--- src/rtl/alu_mul_seq_pkg.sv ---
// -----------------------------------------------------------------------------
// alu_mul_seq_pkg
// Shared definitions for the shift-and-add multiply sequencer: the default
// operand width, the controller state encoding and the ALU mode constant.
// -----------------------------------------------------------------------------
package alu_mul_seq_pkg;

    // Default operand width; the product is twice this.
    localparam int DEFAULT_WIDTH = 8;

    // Controller states.
    typedef enum logic [1:0] {
        ST_IDLE = 2'd0,
        ST_RUN  = 2'd1,
        ST_DONE = 2'd2
    } state_t;

    // The shared ALU adds when its mode input is 0.
    localparam logic ALU_M_ADD = 1'b0;

endpackage

--- src/rtl/alu_mul_seq_if.sv ---
// -----------------------------------------------------------------------------
// alu_mul_seq_if
// Bundles the request/response handshake and the ALU operand/result bus of
// the multiply sequencer.
//
// Handshake: the issuer raises start with a/b valid; the request is taken
// on the clock edge where start=1 and the sequencer is idle or done (busy=0).
// While busy=1 start is ignored. done is a single-cycle pulse; product is
// valid from that cycle and holds until the next completion.
//
//   start    issuer -> seq   request
//   a, b     issuer -> seq   multiplicand / multiplier
//   busy     seq -> issuer   operation in progress
//   done     seq -> issuer   one-cycle completion pulse
//   product  seq -> issuer   registered 2*WIDTH result
//   alu_a    seq -> ALU      operand a (accumulator high half)
//   alu_b    seq -> ALU      operand b (latched multiplicand)
//   alu_m    seq -> ALU      mode (always add)
//   alu_out  ALU -> seq      combinational sum of alu_a + alu_b
// -----------------------------------------------------------------------------
import alu_mul_seq_pkg::*;

interface alu_mul_seq_if #(
    parameter int WIDTH = DEFAULT_WIDTH
);
    logic                   start;
    logic [WIDTH-1:0]       a;
    logic [WIDTH-1:0]       b;
    logic                   busy;
    logic                   done;
    logic [2*WIDTH-1:0]     product;
    logic [WIDTH-1:0]       alu_a;
    logic [WIDTH-1:0]       alu_b;
    logic                   alu_m;
    logic [WIDTH-1:0]       alu_out;

    // Issuer side (together with the ALU, which returns alu_out).
    modport master (
        output start, a, b, alu_out,
        input  busy, done, product, alu_a, alu_b, alu_m
    );

    // Sequencer side.
    modport slave (
        input  start, a, b, alu_out,
        output busy, done, product, alu_a, alu_b, alu_m
    );
endinterface

--- src/rtl/alu_mul_seq.sv ---
// -----------------------------------------------------------------------------
// alu_mul_seq
// Drives an external 8-bit adder ALU to form an unsigned WIDTH x WIDTH
// product by shift-and-add: one ALU add per iteration, WIDTH iterations.
//
// Ports:
//   clk    rising-edge clock
//   reset  synchronous, active-high reset
//   bus    alu_mul_seq_if.slave (start/a/b/busy/done/product and the
//          alu_a/alu_b/alu_m/alu_out ALU bus)
//   state  current controller state, for observation
// -----------------------------------------------------------------------------
import alu_mul_seq_pkg::*;

module alu_mul_seq #(
    parameter int WIDTH = DEFAULT_WIDTH
) (
    input  logic          clk,
    input  logic          reset,
    alu_mul_seq_if.slave  bus,
    output state_t        state
);

    localparam int CW = $clog2(WIDTH);

    state_t             state_q;
    state_t             state_d;

    logic [WIDTH-1:0]   acc;
    logic [WIDTH-1:0]   mcand;
    logic [WIDTH-1:0]   mplier;
    logic [CW-1:0]      count;
    logic [2*WIDTH-1:0] product_q;

    logic               carry;
    logic               accept;
    logic               last;
    logic [2*WIDTH:0]   pre_shift;
    logic [2*WIDTH-1:0] shifted;

    // ------------------------------------------------------------------
    // Datapath step
    // ------------------------------------------------------------------
    always_comb begin
        // The ALU has no carry-out: an unsigned add wrapped exactly when
        // the sum is smaller than one of its operands.
        carry = (bus.alu_out < acc);

        // Multiplier LSB selects add-then-shift or plain shift of the
        // {carry, acc, mplier} window.
        if (mplier[0]) begin
            pre_shift = {carry, bus.alu_out, mplier};
        end else begin
            pre_shift = {1'b0, acc, mplier};
        end
        shifted = pre_shift[2*WIDTH:1];

        last   = (count == CW'(WIDTH - 1));
        accept = bus.start && ((state_q == ST_IDLE) || (state_q == ST_DONE));
    end

    // ------------------------------------------------------------------
    // FSM: state register
    // ------------------------------------------------------------------
    always_ff @(posedge clk) begin
        if (reset) begin
            state_q <= ST_IDLE;
        end else begin
            state_q <= state_d;
        end
    end

    // ------------------------------------------------------------------
    // FSM: next state
    // ------------------------------------------------------------------
    always_comb begin
        state_d = state_q;
        case (state_q)
            ST_IDLE: if (bus.start) state_d = ST_RUN;
            ST_RUN:  if (last)      state_d = ST_DONE;
            ST_DONE: state_d = bus.start ? ST_RUN : ST_IDLE;
            default: state_d = ST_IDLE;
        endcase
    end

    // ------------------------------------------------------------------
    // Datapath registers
    // ------------------------------------------------------------------
    always_ff @(posedge clk) begin
        if (reset) begin
            acc       <= '0;
            mcand     <= '0;
            mplier    <= '0;
            count     <= '0;
            product_q <= '0;
        end else if (accept) begin
            // product is deliberately left alone: it holds the previous
            // result until this new operation completes.
            acc    <= '0;
            mcand  <= bus.a;
            mplier <= bus.b;
            count  <= '0;
        end else if (state_q == ST_RUN) begin
            acc    <= shifted[2*WIDTH-1:WIDTH];
            mplier <= shifted[WIDTH-1:0];
            count  <= count + 1'b1;
            if (last) begin
                product_q <= shifted;
            end
        end
    end

    // ------------------------------------------------------------------
    // Outputs: all decoded from registers
    // ------------------------------------------------------------------
    assign bus.alu_a   = acc;
    assign bus.alu_b   = mcand;
    assign bus.alu_m   = ALU_M_ADD;
    assign bus.busy    = (state_q == ST_RUN);
    assign bus.done    = (state_q == ST_DONE);
    assign bus.product = product_q;
    assign state       = state_q;

endmodule

--- src/flat_wrapper.sv ---
// flat-port wrapper written by rule: the top's interface ports become plain ports
module alu_mul_seq_flat 
#(
    parameter int WIDTH = DEFAULT_WIDTH
)
  (clk, reset, state, bus_start, bus_a, bus_b, bus_alu_out, bus_busy, bus_done, bus_product, bus_alu_a, bus_alu_b, bus_alu_m);
  alu_mul_seq_if #(.WIDTH(WIDTH)) bus_i ();
  input  logic clk;
  input  logic reset;
  output state_t state;
  input wire logic [$bits(bus_i.start)-1:0] bus_start;
  input wire logic [$bits(bus_i.a)-1:0] bus_a;
  input wire logic [$bits(bus_i.b)-1:0] bus_b;
  input wire logic [$bits(bus_i.alu_out)-1:0] bus_alu_out;
  output wire logic [$bits(bus_i.busy)-1:0] bus_busy;
  output wire logic [$bits(bus_i.done)-1:0] bus_done;
  output wire logic [$bits(bus_i.product)-1:0] bus_product;
  output wire logic [$bits(bus_i.alu_a)-1:0] bus_alu_a;
  output wire logic [$bits(bus_i.alu_b)-1:0] bus_alu_b;
  output wire logic [$bits(bus_i.alu_m)-1:0] bus_alu_m;
  assign bus_i.start = bus_start;
  assign bus_i.a = bus_a;
  assign bus_i.b = bus_b;
  assign bus_i.alu_out = bus_alu_out;
  assign bus_busy = bus_i.busy;
  assign bus_done = bus_i.done;
  assign bus_product = bus_i.product;
  assign bus_alu_a = bus_i.alu_a;
  assign bus_alu_b = bus_i.alu_b;
  assign bus_alu_m = bus_i.alu_m;
  alu_mul_seq #(.WIDTH(WIDTH)) u_core (.clk(clk), .reset(reset), .bus(bus_i), .state(state));
endmodule
--- config.mk ---
export PLATFORM = sky130hd
export DESIGN_NAME = alu_mul_seq_flat
export DESIGN_NICKNAME = d
export VERILOG_FILES = /design/src/rtl/alu_mul_seq_pkg.sv /design/src/rtl/alu_mul_seq_if.sv /design/src/rtl/alu_mul_seq.sv /design/src/flat_wrapper.sv
export SDC_FILE = /design/constraint.sdc
export NUM_CORES = 1
export LEC_CHECK = 0
export ABC_AREA = 1
export CAP_MARGIN = 20
export CORE_ASPECT_RATIO = 1.2
export CORE_MARGIN = 10
export CORE_UTILIZATION = 45
export DETAILED_ROUTE_END_ITERATION = 6
export PLACE_DENSITY = 0.85
export SYNTH_ARGS = -nofsm -noshare
export SYNTH_HDL_FRONTEND = slang
export SYNTH_SLANG_ARGS = --single-unit
--- constraint.sdc ---
create_clock -name clk -period 1.7 [get_ports clk]
set_input_delay 0.255 -clock clk [delete_from_list [all_inputs] [get_ports clk]]
set_output_delay 0.255 -clock clk [all_outputs]
set_load 0.02 [all_outputs]
==> results of run 1 <==
## layout by cell type (no fill, tap or decap), drive strengths merged, types with 4 or more instances in the layout
| cell | instances |
|---|---|
| nor2 | 32 |
| dfxtp | 45 |
| nand2 | 54 |
| clkdlybuf4s50 | 60 |
| inv | 23 |
| clkbuf | 7 |
| a211oi | 8 |
| nand3 | 4 |
| a31oi | 4 |
| buf | 7 |
| ha | 9 |
| o21ai | 32 |
| a21oi | 21 |
## worst max path at each step
stage               slack, ns                endpoint       startpoint  cells after the start
floorplan                0.29  u_core.bus.product[11]  u_core.count[0]                      8
global route             0.05   u_core.bus.product[2]  u_core.count[0]                      6
CTS                      0.11                state[1]  u_core.state[1]                      1
finish                   0.13                state[1]  u_core.state[1]                      1
detailed placement       0.04  u_core.bus.product[15]   bus_alu_out[7]                      9
global placement         0.11  u_core.bus.product[15]   bus_alu_out[7]                      9
## flip-flops by register name, indices dropped and copies added, names as in the netlist
signal              count
u_core.bus.alu_a        8
u_core.state            2
u_core.bus.alu_b        8
u_core.count            3
u_core.mplier           8
u_core.bus.product     16
## layout make-up
| cell class | count | area (µm²) |
|---|---|---|
| clock buffer | 7 | 86.3 |
| fill | 371 | 1520 |
| clock inverter | 1 | 30.0 |
| sequential | 45 | 901 |
| tap | 56 | 70.1 |
| multi-input combinational | 168 | 860 |
| timing repair buffer | 69 | 671 |
| inverter | 24 | 93.8 |
## where the power goes
| group | switching, µW | internal (µW) |
|---|---|---|
| Sequential | 31.9 | 1100 |
| Clock | 341 | 479 |
| Combinational | 211 | 181 |
## metal layers
metal,part of all wire,vias to the layer above,global-route usage
met5,0,-,0
met4,0.0096,0,0.0353
met3,0.10,5,0.0576
met2,0.49,57,0.239
met1,0.40,824,0.142
li1,-,935,-
## logic make-up (layout without fill, tap and decap cells)
logic type | Yosys count | in the layout | synth area share
simple gates | 91 | 91 | 0.192
other cells | 1 | 1 | 0.00193
xor+xnor | 1 | 1 | 0.00452
fa+ha+maj | 9 | 9 | 0.0581
flops | 45 | 45 | 0.465
compound gates | 66 | 66 | 0.187
buf+inv | 38 | 101 | 0.0923
## per-stage QoR
step	setup slack (ns)	instance area (µm²)
6_report	0.129	2710
5_1_grt	0.0543	2710
4_1_cts	0.111	2710
3_5_place_dp	0.0422	2600
3_3_place_gp	0.106	2600
2_1_floorplan	0.293	1940
## synthesized netlist by cell type
cell type	n	area share
clkinv_2	1	0.0026
buf_2	8	0.021
inv_4	1	0.0032
buf_6	2	0.012
a211oi_2	1	0.0065
conb_1	1	0.0019
nor2_4	1	0.0058
nand2_4	2	0.012
inv_2	3	0.0058
xnor2_1	1	0.0045
o21ai_1	9	0.023
buf_4	2	0.0077
nand2_1	52	0.10
inv_1	19	0.037
a31oi_1	4	0.013
a211oi_1	7	0.027
a21oi_1	21	0.054
dfxtp_1	45	0.46
o21bai_1	1	0.0039
nand3_1	4	0.010
nor2_1	31	0.060
clkbuf_1	2	0.0039
o21ai_0	23	0.059
ha_1	9	0.058
nand4_1	1	0.0032
==> metrics.md, run 1 <==
| Metric | Value |
|---|---|
| Critical path arrival | `about 1.3 ns` |
| # diodes | `0` |
| Antenna violations before repair | `0` |
| Layout cells sized above 1 | `0.0732` |
| R2R setup slack | `about 0.19 ns` |
| Max-cap viol count | `0` |
| Peak supply drop | `about 0.5 mV` |
| Fmax achieved | `approximately 640 MHz` |
| Vias in the first global route | `1882` |
| Pre-Repair DR Iteration Count | `4` |
| Sequential area share after synthesis | `0.465` |
| Final period utilization | `0.924` |
| Die X | `79.9 µm` |
| Initial Util | `0.459` |
| Syn Area/Cell | `approximately 7.7 µm²` |
| Port bufs | `62` |
| Vias per cell | `4.92` |
| GR Util All Layers | `0.135` |
| First-iteration detailed-routing DRC count | `slightly above 100` |
| Final Total Pwr | `2340 µW` |
| Synth Cell Area | `between 0.0015 and 0.002 mm²` |
| Util after Layout | `0.641` |
| Setup total negative slack | `0 ns` |
| Post-CTS resize count | `2` |
| Hold Vio Cnt, Final | `0` |
| Hold Crit Start | `u_core.bus.product[7]` |
| Routability cong. | `roughly 0.76` |
| Slowest cell on the critical path | `clkdlybuf4s50_1` |
| Final setup skew | `roughly 0.012 ns` |
| Worst path buffer plus inverter count | `1` |
| CP Max Fanout | `3` |
| Worst setup path class | `flip-flop to output pin` |
| Wirelength per Cell | `~13 µm` |
| HP Class | `flip-flop to flip-flop` |
| CP startpoint kind | `flip-flop` |
| Rel. slew slack | `0.640` |
| Hold_buf cts | `0` |
| R2R cell count | `6` |
| WHS Path Cells | `2` |
| Maximum clock insertion buffer count | `2` |
| Final Hold Slack | `about 0.47 ns` |
| RSZ-0062 raised after global routing | `no` |
| Placement Rows | `26` |
| Routed via count | `about 1.8k` |
| Crit path time final | `1.57 ns` |
| Cell count after placement | `around 360` |
| Post-CTS Setup Inserts | `0` |
| Synth warnings | `0` |
| Distinct cells, synth | `25` |
| Total global routing overflow | `0` |
| Hold Path End | `u_core.bus.product[7]` |
| Htree depth | `2` |
| First-pass GRT wire length | `~8300 µm` |
| Outcome | `finished, final reports clean` |
| Final ANT Viol Nets | `0` |
| Non-Filler Instances | `370` |
| Worst R2R Start | `u_core.count[0]` |
| Total Wirelength | `between 4000 and 5000 µm` |
| Syn nets | `between 200 and 300` |
| Clk slew on worst S/H paths | `roughly 0.080 ns` |
| Number of I/O pins | `between 60 and 70` |
| DRC Markers | `0` |
| Synth Register Bits | `45` |
| Worst Max-Slew Pin Slew | `around 0.54 ns` |
| Die height | `roughly 92 µm` |
| Worst endpoint required time | `~1.4 ns` |
| Core area | `about 0.0042 mm²` |
| Final #Nets | `around 350` |
| Final HPWL DP | `just under 4000 µm` |
| Area of the die | `around 0.0073 mm²` |
| Clock sinks | `45` |
| Crit end category | `output pin` |
| CP max stage delay | `0.63 ns` |
| Top Family by Delay on Critical Path | `buffers and inverters` |
| LEAKAGE | `0.00109 µW` |
| CTS buffer count | `5` |
| Area growth syn-to-layout | `39.8%` |
| Max Slew Vio Count | `0` |
| Largest net degree at the start of global routing | `22` |
| Setup violators final | `0` |
| TritonCTS clock tree | `built` |
| CTS root buf | `clkbuf_8` |
| Power per Cell Area | `about 860 mW/mm²` |
| Reg-to-Reg End | `u_core.bus.product[0]` |
| Crit-path cells | `clkdlybuf4s50_1` |
| Cells after Synth | `between 200 and 300` |
| Worst-skew pair later-pin latency | `about 0.29 ns` |
No activity file was read; power rests on OpenSTA's default activity.
==> run 2, diff against run 1 <==
--- a/config.mk
+++ b/config.mk
@@ -9,9 +9,10 @@
 export CAP_MARGIN = 20
 export CORE_ASPECT_RATIO = 1.2
 export CORE_MARGIN = 10
-export CORE_UTILIZATION = 45
+export CORE_UTILIZATION = 47
+export CTS_BUF_LIST = sky130_fd_sc_hd__clkbuf_8
 export DETAILED_ROUTE_END_ITERATION = 6
-export PLACE_DENSITY = 0.85
+export PLACE_DENSITY = 0.88
 export SYNTH_ARGS = -nofsm -noshare
 export SYNTH_HDL_FRONTEND = slang
 export SYNTH_SLANG_ARGS = --single-unit
==> run 2 against run 1 <==
Net effect: die area is 3.3% lower; worst hold slack lost 0.0067 ns; critical path depth unchanged; sequential power about the same; via count up 1.8%; combinational power up 1%; register-to-register slack is essentially flat; highest routed layer unchanged.
==> metrics.md, run 2 (synthesis results as in run 1) <==
| Metric | Value |
|---|---|
| Outcome | `finished, final reports clean (unchanged)` |
| Fin area | `0.00269 mm² (was 0.00271 mm²)` |
| Slowest cell on the critical path | `clkdlybuf4s50_1 (unchanged)` |
| Number of I/O pins | `64 (unchanged)` |
| Clk slew on worst S/H paths | `0.08 ns (about the same)` |
| Hold_buf cts | `0 (unchanged)` |
| DRC Markers | `0 (unchanged)` |
| Hold Vio Cnt, Final | `0 (unchanged)` |
| Wirelength per Cell | `13.5 µm (about the same)` |
| CTS root buf | `clkbuf_8 (unchanged)` |
| Area of the die | `0.00711 mm² (was 0.00735 mm²)` |
| Routed via count | `1854 (was 1821)` |
| Final ANT Viol Nets | `0 (unchanged)` |
| Max FFs per register | `16 (unchanged)` |
| Crit path time final | `1.57 ns (about the same)` |
| Clock sinks | `45 (unchanged)` |
| Post-CTS Setup Inserts | `0 (unchanged)` |
| HP Class | `flip-flop to flip-flop (unchanged)` |
| LEAKAGE | `0.00109 µW (about the same)` |
| # fillers | `351 (was 371)` |
| Power per Cell Area | `806 mW/mm² (was 864 mW/mm²)` |
| Setup total negative slack | `0 ns (unchanged)` |
| Commonest non-fill, non-tap cell in the layout | `clkdlybuf4s50_1 (unchanged)` |
| Die X | `78.6 µm (was 79.9 µm)` |
| Critical path arrival | `1.31 ns (was 1.32 ns)` |
| Routability cong. | `0.783 (was 0.759)` |
| Placement Rows | `25 (was 26)` |
| Dpl ws | `0.0506 ns (was 0.0422 ns)` |
| RSZ-0062 raised after global routing | `no (unchanged)` |
| Final HPWL DP | `3990 µm (was 3920 µm)` |
| Peak supply drop | `0.614 mV (was 0.510 mV)` |
| CP max stage delay | `0.63 ns (about the same)` |
| Top Family by Delay on Critical Path | `buffers and inverters (unchanged)` |
| Layout cells sized above 1 | `0.0762 (was 0.0732)` |
| Setup WS post-layout | `0.131 ns (was 0.129 ns)` |
| GR Util All Layers | `0.146 (was 0.135)` |
| Fmax achieved | `637 MHz (about the same)` |
| Final period utilization | `0.923 (was 0.924)` |
| CP startpoint kind | `flip-flop (unchanged)` |
| Pre-Repair DR Iteration Count | `4 (unchanged)` |
| Htree depth | `2 (unchanged)` |
| Crit end category | `output pin (unchanged)` |
| Total global routing overflow | `0 (unchanged)` |
| Setup violators final | `0 (unchanged)` |
| First-iteration detailed-routing DRC count | `63 (was 103)` |
| # diodes | `0 (unchanged)` |
| Vias per cell | `5.02 (was 4.92)` |
| Worst setup path class | `flip-flop to output pin (unchanged)` |
| Max-cap viol count | `0 (unchanged)` |
| Total Wirelength | `4990 µm (about the same)` |
| Antenna violations before repair | `0 (unchanged)` |
| Max Slew Vio Count | `0 (unchanged)` |
| Worst endpoint required time | `1.44 ns (about the same)` |
| Crit-path cells | `clkdlybuf4s50_1 (unchanged)` |
| First-pass GRT wire length | `8570 µm (was 8290 µm)` |
| Placed inst area | `0.00261 mm² (was 0.00260 mm²)` |
| Vias in the first global route | `1847 (was 1882)` |
| Core area | `0.00397 mm² (was 0.00423 mm²)` |
| Final setup skew | `0.00319 ns (was 0.0123 ns)` |
| Largest net degree at the start of global routing | `21 (was 22)` |
| Initial Util | `0.488 (was 0.459)` |
| Maximum clock insertion buffer count | `2 (unchanged)` |
| Worst-skew pair later-pin latency | `0.29 ns (about the same)` |
| Final #Nets | `351 (was 349)` |
| CP Max Fanout | `3 (unchanged)` |
| TritonCTS clock tree | `built (unchanged)` |
| Worst path buffer plus inverter count | `1 (unchanged)` |
| CTS buffer count | `5 (unchanged)` |
| Die height | `90.4 µm (was 91.9 µm)` |
| Port bufs | `62 (unchanged)` |
| Commonest cells after routing, fill and taps aside | `clkdlybuf4s50_1 (60), nand2_1 (52), dfxtp_1 (45), nor2_1 (31), o21ai_0 (23) (unchanged)` |
| Area growth syn-to-layout | `38.9% (was 39.8%)` |
-- run 2: repair_timing --
action | CTS | global route
gates resized for setup | 2 | 0
hold endpoints to repair | 0 | 0
endpoints found under the setup margin | 2 | 0
-- run 2: stage by stage --
step / total power, µW / hold slack (ns) / instances / utilization
2_1_floorplan: 1380 / 0.324 / 251 / -
3_3_place_gp: 1540 / 0.452 / 362 / 0.657
3_5_place_dp: 1550 / 0.458 / 362 / 0.657
4_1_cts: 2190 / 0.470 / 369 / 0.678
5_1_grt: 2290 / 0.493 / 369 / 0.678
6_report: 2170 / 0.467 / 369 / 0.678
-- run 2: area by class of cell --
type                            instances  area [µm²]  share of cell area
Tap cell                               54        67.6              0.0251
Clock buffer                            6        82.6              0.0307
Timing Repair Buffer                   71         686               0.255
Sequential cell                        45         901               0.334
Multi-Input combinational cell        168         860               0.319
Clock inverter                          1        3.75             0.00139
Inverter                               24        93.8              0.0348
-- run 2: layer usage --
layer  track usage  vias to the layer above  wire (µm)
met2         0.229                       73       2360
met4        0.0569                        0         70
met5             0                        -          0
li1              -                      940          -
met1         0.165                      832       2040
met3        0.0737                        9        512
-- run 2: worst paths after layout --
path,slack (ns),depth (start not counted),endpoint,from
max,0.13,1,state[1],u_core.state[1]
min,0.47,2,u_core.bus.product[7],u_core.bus.product[7]
max reg2reg,0.19,6,u_core.bus.product[6],u_core.count[0]
min reg2reg,0.47,2,u_core.bus.product[7],u_core.bus.product[7]
-- run 2: power breakdown --
part	leakage, µW	internal, µW	switching (µW)
Clock	0.0000485	316	331
Combinational	0.000671	184	214
Sequential	0.000367	1100	28.8
Total	0.00109	1600	573
